### config.mk
export PLATFORM = sky130hd
export DESIGN_NAME = exec_sequencer
export DESIGN_NICKNAME = d
export VERILOG_FILES = /design/src/rtl/exec_sequencer.sv
export SDC_FILE = /design/constraint.sdc
export NUM_CORES = 1
export LEC_CHECK = 0
export BUFFER_PORTS_ARGS = -buffer_cell sky130_fd_sc_hd__buf_2
export CORE_ASPECT_RATIO = 0.8
export CORE_MARGIN = 3
export CORE_UTILIZATION = 30
export DETAILED_ROUTE_END_ITERATION = 10
export HOLD_SLACK_MARGIN = 0.12
export SETUP_SLACK_MARGIN = 0.5
export SKIP_LAST_GASP = 1
export SLEW_MARGIN = 20
export SYNTH_ARGS = -nofsm -noshare
export SYNTH_HDL_FRONTEND = slang
export SYNTH_SLANG_ARGS = --single-unit
### constraint.sdc
create_clock -name clk -period 5 [get_ports clk]
set_input_delay 0.5 -clock clk [delete_from_list [all_inputs] [get_ports clk]]
set_output_delay 0.5 -clock clk [all_outputs]
set_load 0.03 [all_outputs]
### src/rtl/exec_sequencer.sv
// Multi-cycle control sequencer: fetch/decode/execute/memory/writeback for a small
// ARM-style subset, with a retired-instruction counter and a sticky halt on illegal opcodes.
module exec_sequencer #(
  parameter int unsigned OPCODE_W = 11,
  parameter int unsigned CNT_W    = 32
) (
  input  logic                clk,
  input  logic                reset,
  input  logic                run,
  input  logic [OPCODE_W-1:0] opcode,
  input  logic                zero,
  input  logic                imem_ready,
  input  logic                dmem_ready,
  output logic                imem_req,
  output logic                dmem_read,
  output logic                dmem_write,
  output logic                ir_write,
  output logic                pc_write,
  output logic                pc_src,
  output logic                reg_write,
  output logic                mem_to_reg,
  output logic                alu_src,
  output logic [1:0]          alu_op,
  output logic [2:0]          state,
  output logic                halted,
  output logic [CNT_W-1:0]    instr_count
);

  typedef enum logic [2:0] {
    StIdle      = 3'd0,
    StFetch     = 3'd1,
    StDecode    = 3'd2,
    StExecute   = 3'd3,
    StMemory    = 3'd4,
    StWriteback = 3'd5,
    StHalt      = 3'd6
  } state_e;

  typedef enum logic [2:0] {
    ClsNone = 3'd0,
    ClsR    = 3'd1,
    ClsLdur = 3'd2,
    ClsStur = 3'd3,
    ClsCbz  = 3'd4,
    ClsB    = 3'd5,
    ClsIll  = 3'd6
  } cls_e;

  localparam logic [10:0] OpAdd  = 11'b10001011000;
  localparam logic [10:0] OpSub  = 11'b11001011000;
  localparam logic [10:0] OpAnd  = 11'b10001010000;
  localparam logic [10:0] OpOrr  = 11'b10101010000;
  localparam logic [10:0] OpLdur = 11'b11111000010;
  localparam logic [10:0] OpStur = 11'b11111000000;
  localparam logic [7:0]  OpCbz  = 8'b10110100;
  localparam logic [5:0]  OpB    = 6'b000101;

  state_e           state_q;
  cls_e             cls_q;
  cls_e             dec_cls;
  logic [CNT_W-1:0] instr_count_q;
  logic             retire;
  logic [10:0]      op;

  assign op = opcode[10:0];

  // Opcode is only looked at in DECODE; later states use the registered class.
  always_comb begin
    dec_cls = ClsIll;
    if (op == OpAdd || op == OpSub || op == OpAnd || op == OpOrr) begin
      dec_cls = ClsR;
    end else if (op == OpLdur) begin
      dec_cls = ClsLdur;
    end else if (op == OpStur) begin
      dec_cls = ClsStur;
    end else if (op[10:3] == OpCbz) begin
      dec_cls = ClsCbz;
    end else if (op[10:5] == OpB) begin
      dec_cls = ClsB;
    end
  end

  // Final cycle of every instruction, whichever path it takes.
  always_comb begin
    retire = 1'b0;
    unique case (state_q)
      StExecute:   retire = (cls_q == ClsCbz) || (cls_q == ClsB);
      StMemory:    retire = (cls_q == ClsStur) && dmem_ready;
      StWriteback: retire = 1'b1;
      default:     retire = 1'b0;
    endcase
  end

  always_ff @(posedge clk) begin
    if (reset) begin
      state_q       <= StIdle;
      cls_q         <= ClsNone;
      instr_count_q <= '0;
    end else begin
      if (retire) begin
        instr_count_q <= instr_count_q + {{(CNT_W-1){1'b0}}, 1'b1};
      end
      unique case (state_q)
        StIdle: begin
          if (run) state_q <= StFetch;
        end
        StFetch: begin
          if (imem_ready) state_q <= StDecode;
        end
        StDecode: begin
          cls_q   <= dec_cls;
          state_q <= (dec_cls == ClsIll) ? StHalt : StExecute;
        end
        StExecute: begin
          unique case (cls_q)
            ClsR:             state_q <= StWriteback;
            ClsLdur, ClsStur: state_q <= StMemory;
            ClsCbz, ClsB:     state_q <= StFetch;
            default:          state_q <= StHalt;
          endcase
        end
        StMemory: begin
          if (dmem_ready) begin
            state_q <= (cls_q == ClsLdur) ? StWriteback : StFetch;
          end
        end
        StWriteback: state_q <= StFetch;
        StHalt:      state_q <= StHalt;
        default:     state_q <= StIdle;
      endcase
    end
  end

  // Outputs depend only on state, registered class and the ready/zero inputs.
  always_comb begin
    imem_req   = 1'b0;
    dmem_read  = 1'b0;
    dmem_write = 1'b0;
    ir_write   = 1'b0;
    pc_write   = 1'b0;
    pc_src     = 1'b0;
    reg_write  = 1'b0;
    mem_to_reg = 1'b0;
    alu_src    = 1'b0;
    alu_op     = 2'b00;
    unique case (state_q)
      StFetch: begin
        imem_req = 1'b1;
        ir_write = imem_ready;
        pc_write = imem_ready;
      end
      StExecute: begin
        unique case (cls_q)
          ClsR: alu_op = 2'b10;
          ClsLdur, ClsStur: alu_src = 1'b1;
          ClsCbz: begin
            alu_op   = 2'b01;
            pc_write = zero;
            pc_src   = 1'b1;
          end
          ClsB: begin
            pc_write = 1'b1;
            pc_src   = 1'b1;
          end
          default: ;
        endcase
      end
      StMemory: begin
        alu_src    = 1'b1;
        dmem_read  = (cls_q == ClsLdur);
        dmem_write = (cls_q == ClsStur);
      end
      StWriteback: begin
        reg_write  = 1'b1;
        mem_to_reg = (cls_q == ClsLdur);
      end
      default: ;
    endcase
  end

  assign state       = state_q;
  assign halted      = (state_q == StHalt);
  assign instr_count = instr_count_q;

endmodule
### Word level (Yosys, flattened, before mapping)

Index checks and enable logic that the tools add are counted.

* register bits after elaboration: 38
* bits of input ports: 17
* output and inout port bits: 47
* logic and storage cells: 63

* add/subtract/negate cells: 1
* equality and inequality tests: 23
* multiplexer cells: 27
* reduce and logical (&&, ||, !) cells: 9

Operator list (number)
* 11-bit == test, second input constant: 6
* 32-bit by 1-bit adder with 32-bit output, second input constant: 1
* 3-bit two-way mux: 8
* 3-bit case mux with 7 select lines: 1
* 3-bit == test, second input constant: 6
* 3-bit by 2-bit == test with 1-bit output, second input constant: 4
* 1-bit two-way mux: 9
* 3-bit case mux with 3 select lines: 1
* 8-bit == test, second input constant: 1
* 3-bit by 1-bit == test with 1-bit output, second input constant: 2
* 6-bit by 3-bit == test with 1-bit output, second input constant: 1
* 2-bit two-way mux: 3
* 2-bit != test, second input constant: 3
* 1-bit case mux with 2 select lines: 3
* 1-bit logical OR: 4
* 2-bit case mux with 2 select lines: 1
* 2-bit OR reduction: 2
* 3-bit logical NOT: 1
* 1-bit case mux with 3 select lines: 1
* 3-bit AND reduction: 1
* 1-bit logical AND: 1

### Depth between registers and ports, before layout

* depth after elaboration: 9
* mapped depth: 8
* depth with buffers taken out: 7

### Least setup slack after synthesis

OpenSTA, ideal clock, no wires.

* path type: register to output
* from: register state_q[1] (netlist: state[1])
* to: output alu_op[0]
* arrival: 1.874 ns
* required time: 4.500 ns
* setup slack: 2.626 ns
* cell stages (with the launch flop): 4
* path buffers: 0
* cell sequence: dfxtp_1 > nor2b_1 > nand2_1 > nor4_1

* word-level cells in the longest chain between the ends: 2

RTL lines
* start: declaration: line 58 `state_e state_q;`
* start signal: assignment: line 96 `state_q <= StIdle;`
* start signal: assignment: line 105 `if (run) state_q <= StFetch;`
* start signal: assignment: line 108 `if (imem_ready) state_q <= StDecode;`
* 3-bit by 2-bit == test with 1-bit output: line 146 `unique case (state_q)`
* 2-bit two-way mux: line 146
* end: declaration: line 23 `output logic [1:0] alu_op,`

Every way passes these cells.

### Worst setup path in the final report

* from: register state_q[0] (netlist: state[0])
* to: register instr_count_q[31] (netlist: instr_count[31])

* word-level cells in the longest chain between the ends: 2
* elaborated cells between the ends (all ways): 4
* classes of those cells: eq/ne (3); mux (1)

RTL lines
* 3-bit == test or 3-bit by 2-bit == test with 1-bit output (tied branches): line 86 `unique case (state_q)`
* 1-bit case mux with 3 select lines *: line 86
* end signal: assignment: line 101 `instr_count_q <= instr_count_q + {{(CNT_W-1){1'b0}}, 1'b1};`
* end: declaration: line 61 `logic [CNT_W-1:0] instr_count_q;`

Mark *: on every way between the ends. The rest lies on a longest branch, timed or not.
A chain may end at the register's enable or synchronous reset.

==> impl_metrics.json <==
{
  "dp_hpwl_um": 3970,
  "place.gp.congestion": 0.838,
  "ys_async_sr_fraction_pct": 0,
  "synthDistinctLibCells": 47,
  "criticalPathCategory": "flop to flop",
  "layout-drive-gt1-share_pct": 26.0,
  "required_ns": 5.18,
  "drtAntennaViolNets": 0,
  "p_int_uw": 477,
  "synth_edf_count": 0,
  "hold_violations": 0,
  "dr.pass1.iters": 4,
  "synth.yosys.seq_area_share_pct": 35.7,
  "final.min_clock_period_ns": 2.43,
  "avgSynthCellArea_um2": 8.26,
  "switching_share_pct": 32.1,
  "io_buffers": 63,
  "yosys.area_share.adder_pct": 2.35,
  "overflow": 0,
  "syn-instance-count": 258,
  "maxCapViolCount": 0,
  "wirelength_um": 5400,
  "cts_made_buffers": 5,
  "grt_pass1_vias": 1772,
  "cts_sinks": 38,
  "grt_pass1_wl_um": 8780,
  "worst_clock_skew_ns": 0.00934,
  "drt-vias-per-instance": 5.06,
  "tritoncts": "done",
  "drc": 0,
  "fp.dieH_um": 81.4,
  "synth-compound-area-share_pct": 14.3,
  "fmax_mhz": 412,
  "crit_arrival_ns": 2.61,
  "die_area_um2": 8160,
  "globalRouteTotalUtil_pct": 13.4,
  "postCtsHoldBufs": 0,
  "syn_area_um2": 2130,
  "tns_ns": 0,
  "clock_power_share_pct": 30.5,
  "clock_path_buffers": 2,
  "synthFlopType": "dfxtp_1",
  "muxShareOfSynthArea_pct": 2.52,
  "ioPinCount": 64,
  "synthXorXnorAreaFrac_pct": 6.16,
  "p_switching_uw": 225,
  "htree_num_levels": 2,
  "peakVddDrop_mv": 0.143,
  "routedWlPerCell_um": 13.4,
  "rsz0062_at_grt": "false",
  "clock_latency_ns": 0.29,
  "worst_pin_slew_ns": 0.769,
  "synth-seq-cells": 38,
  "min_period_over_period_pct": 48.5,
  "synth_top_family_by_area": "simple AND/OR/NAND/NOR gates",
  "path_max_fanout": 21,
  "grt_max_degree": 43,
  "initial_core_util_pct": 32.1,
  "min_path_type": "flop to flop",
  "status": "finished clean",
  "num_rows": 26,
  "antenna_found_initial": 0,
  "core-area_um2": 6640,
  "path_clk_slew_ns": 0.08,
  "cp-start-kind": "flop",
  "power_density_nw_per_um2": 270,
  "yosys.area_share.simple_pct": 35.6,
  "fp.dieW_um": 100,
  "ys.warnings.count": 0,
  "slew_violations": 0,
  "drtIter0Drc": 99,
  "synth_fp_nets": 279,
  "num_vias": 2041,
  "cp-end-kind": "flop",
  "leakage_uw": 0.00109,
  "timing.hold.ws_ns": 0.498,
  "area_growth_syn_to_layout_pct": 22.1,
  "antennaDiodeCount": 0,
  "p_seq_share_pct": 49.8,
  "ctsResizeCount": 0,
  "final_nets": 339,
  "comb_power_share_pct": 19.7,
  "post_cts_buffers": 0,
  "slew_headroom_pct": 48.7,
  "cts-root-buf": "clkbuf_8",
  "setup_viol": 0
}
-- worst paths after layout --
path / from / end / slack (ns) / depth (start not counted)
setup / recovery: state[0] / instr_count[31] / 2.57 / 5
hold / removal: instr_count[27] / instr_count[27] / 0.50 / 2
setup reg to reg: state[0] / instr_count[31] / 2.57 / 5
hold reg to reg: instr_count[27] / instr_count[27] / 0.50 / 2
-- worst max-delay path, stage by stage (launching register included) --
cell and delay, ns:
dfxtp_1 0.76, and4b_1 0.38, a211o_2 0.33, nand4_4 0.22
nor4_1 0.25, mux2_2 0.36
-- layer usage --
metal	GRT usage [%]	wire, µm	vias up
li1	-	-	1055
met1	19.9	2910	930
met2	18.3	2100	46
met3	3.78	315	10
met4	4.04	70	0
met5	0	0	-
-- kinds of logic after synthesis --
group	count (synthesis)
adders and majority gates	4
muxes	5
and+or+nand+nor	129
buffers and inverters	18
AOI/OAI and AO/OA	49
DFF	38
xor gates and xnor gates	15
-- placed cells by master (no fill, tap or decap), types with 4 or more instances in the layout --
cell type,count
a21oi_1,20
and2_1,4
and3_1,5
buf_2,63
clkbuf_8,6
dfxtp_1,38
ha_1,4
inv_1,8
nand2_1,19
nand2b_1,4
nand3_1,11
nand4_1,9
nor2_1,29
nor2b_1,5
nor3_1,6
o21ai_0,11
o31ai_1,4
or3_1,12
xnor2_1,6
xor2_1,9
-- area by class of cell --
| cell class | count | area (µm²) |
|---|---|---|
| Fill cell | 702 | 4030 |
| Multi-Input combinational cell | 202 | 1300 |
| Sequential cell | 38 | 761 |
| Timing Repair Buffer | 63 | 315 |
| Tap cell | 84 | 105 |
| Clock buffer | 7 | 86.3 |
| Inverter | 8 | 30.0 |
| Clock inverter | 1 | 5.00 |
-- cell usage after synthesis, types with 3 or more instances --
library cell,n,area [µm²]
o31ai_1,4,30.0
or3_1,12,75.1
nor3b_1,3,22.5
inv_1,8,30.0
or4_1,3,22.5
nand2_1,19,71.3
a21oi_1,20,100
buf_2,3,15.0
dfxtp_1,38,761
ha_1,4,50.1
clkbuf_1,7,26.3
nand2b_1,4,25.0
nor2_1,29,109
nand3_1,11,55.1
mux2_2,3,33.8
xnor2_1,6,52.6
and3_1,5,31.3
and2_1,4,25.0
nor2b_1,5,31.3
xor2_1,9,78.8
nand4_1,9,56.3
and4_1,3,26.3
and4b_1,3,30.0
nor4_1,3,18.8
nor3_1,6,30.0
o21ai_0,11,55.1
-- metrics by stage --
step           std cells  setup WS (ns)  total power (µW)  util, %  instance area [µm²]
3_5_place_dp         395           2.60               494     37.8                 2510
4_1_cts              403           2.57               710     39.2                 2600
5_1_grt              403           2.38               746     39.2                 2600
6_report             403           2.57               703     39.2                 2600
3_3_place_gp         395           2.68               494     37.8                 2510
2_1_floorplan        258           2.63               455        -                 2130
-- power by group through the flow --
stage,clock network (µW),registers (µW),logic (µW)
2_1_floorplan,0,346,110
3_3_place_gp,0,356,138
3_5_place_dp,0,356,138
4_1_cts,222,349,139
5_1_grt,239,354,152
6_report,214,350,138
-- registers in the layout, summed over array words and instances, names as in the netlist --
| name | count |
|---|---|
| instr_count | 32 |
| cls_q | 3 |
| state | 3 |
(Power assumes the default switching activity.)
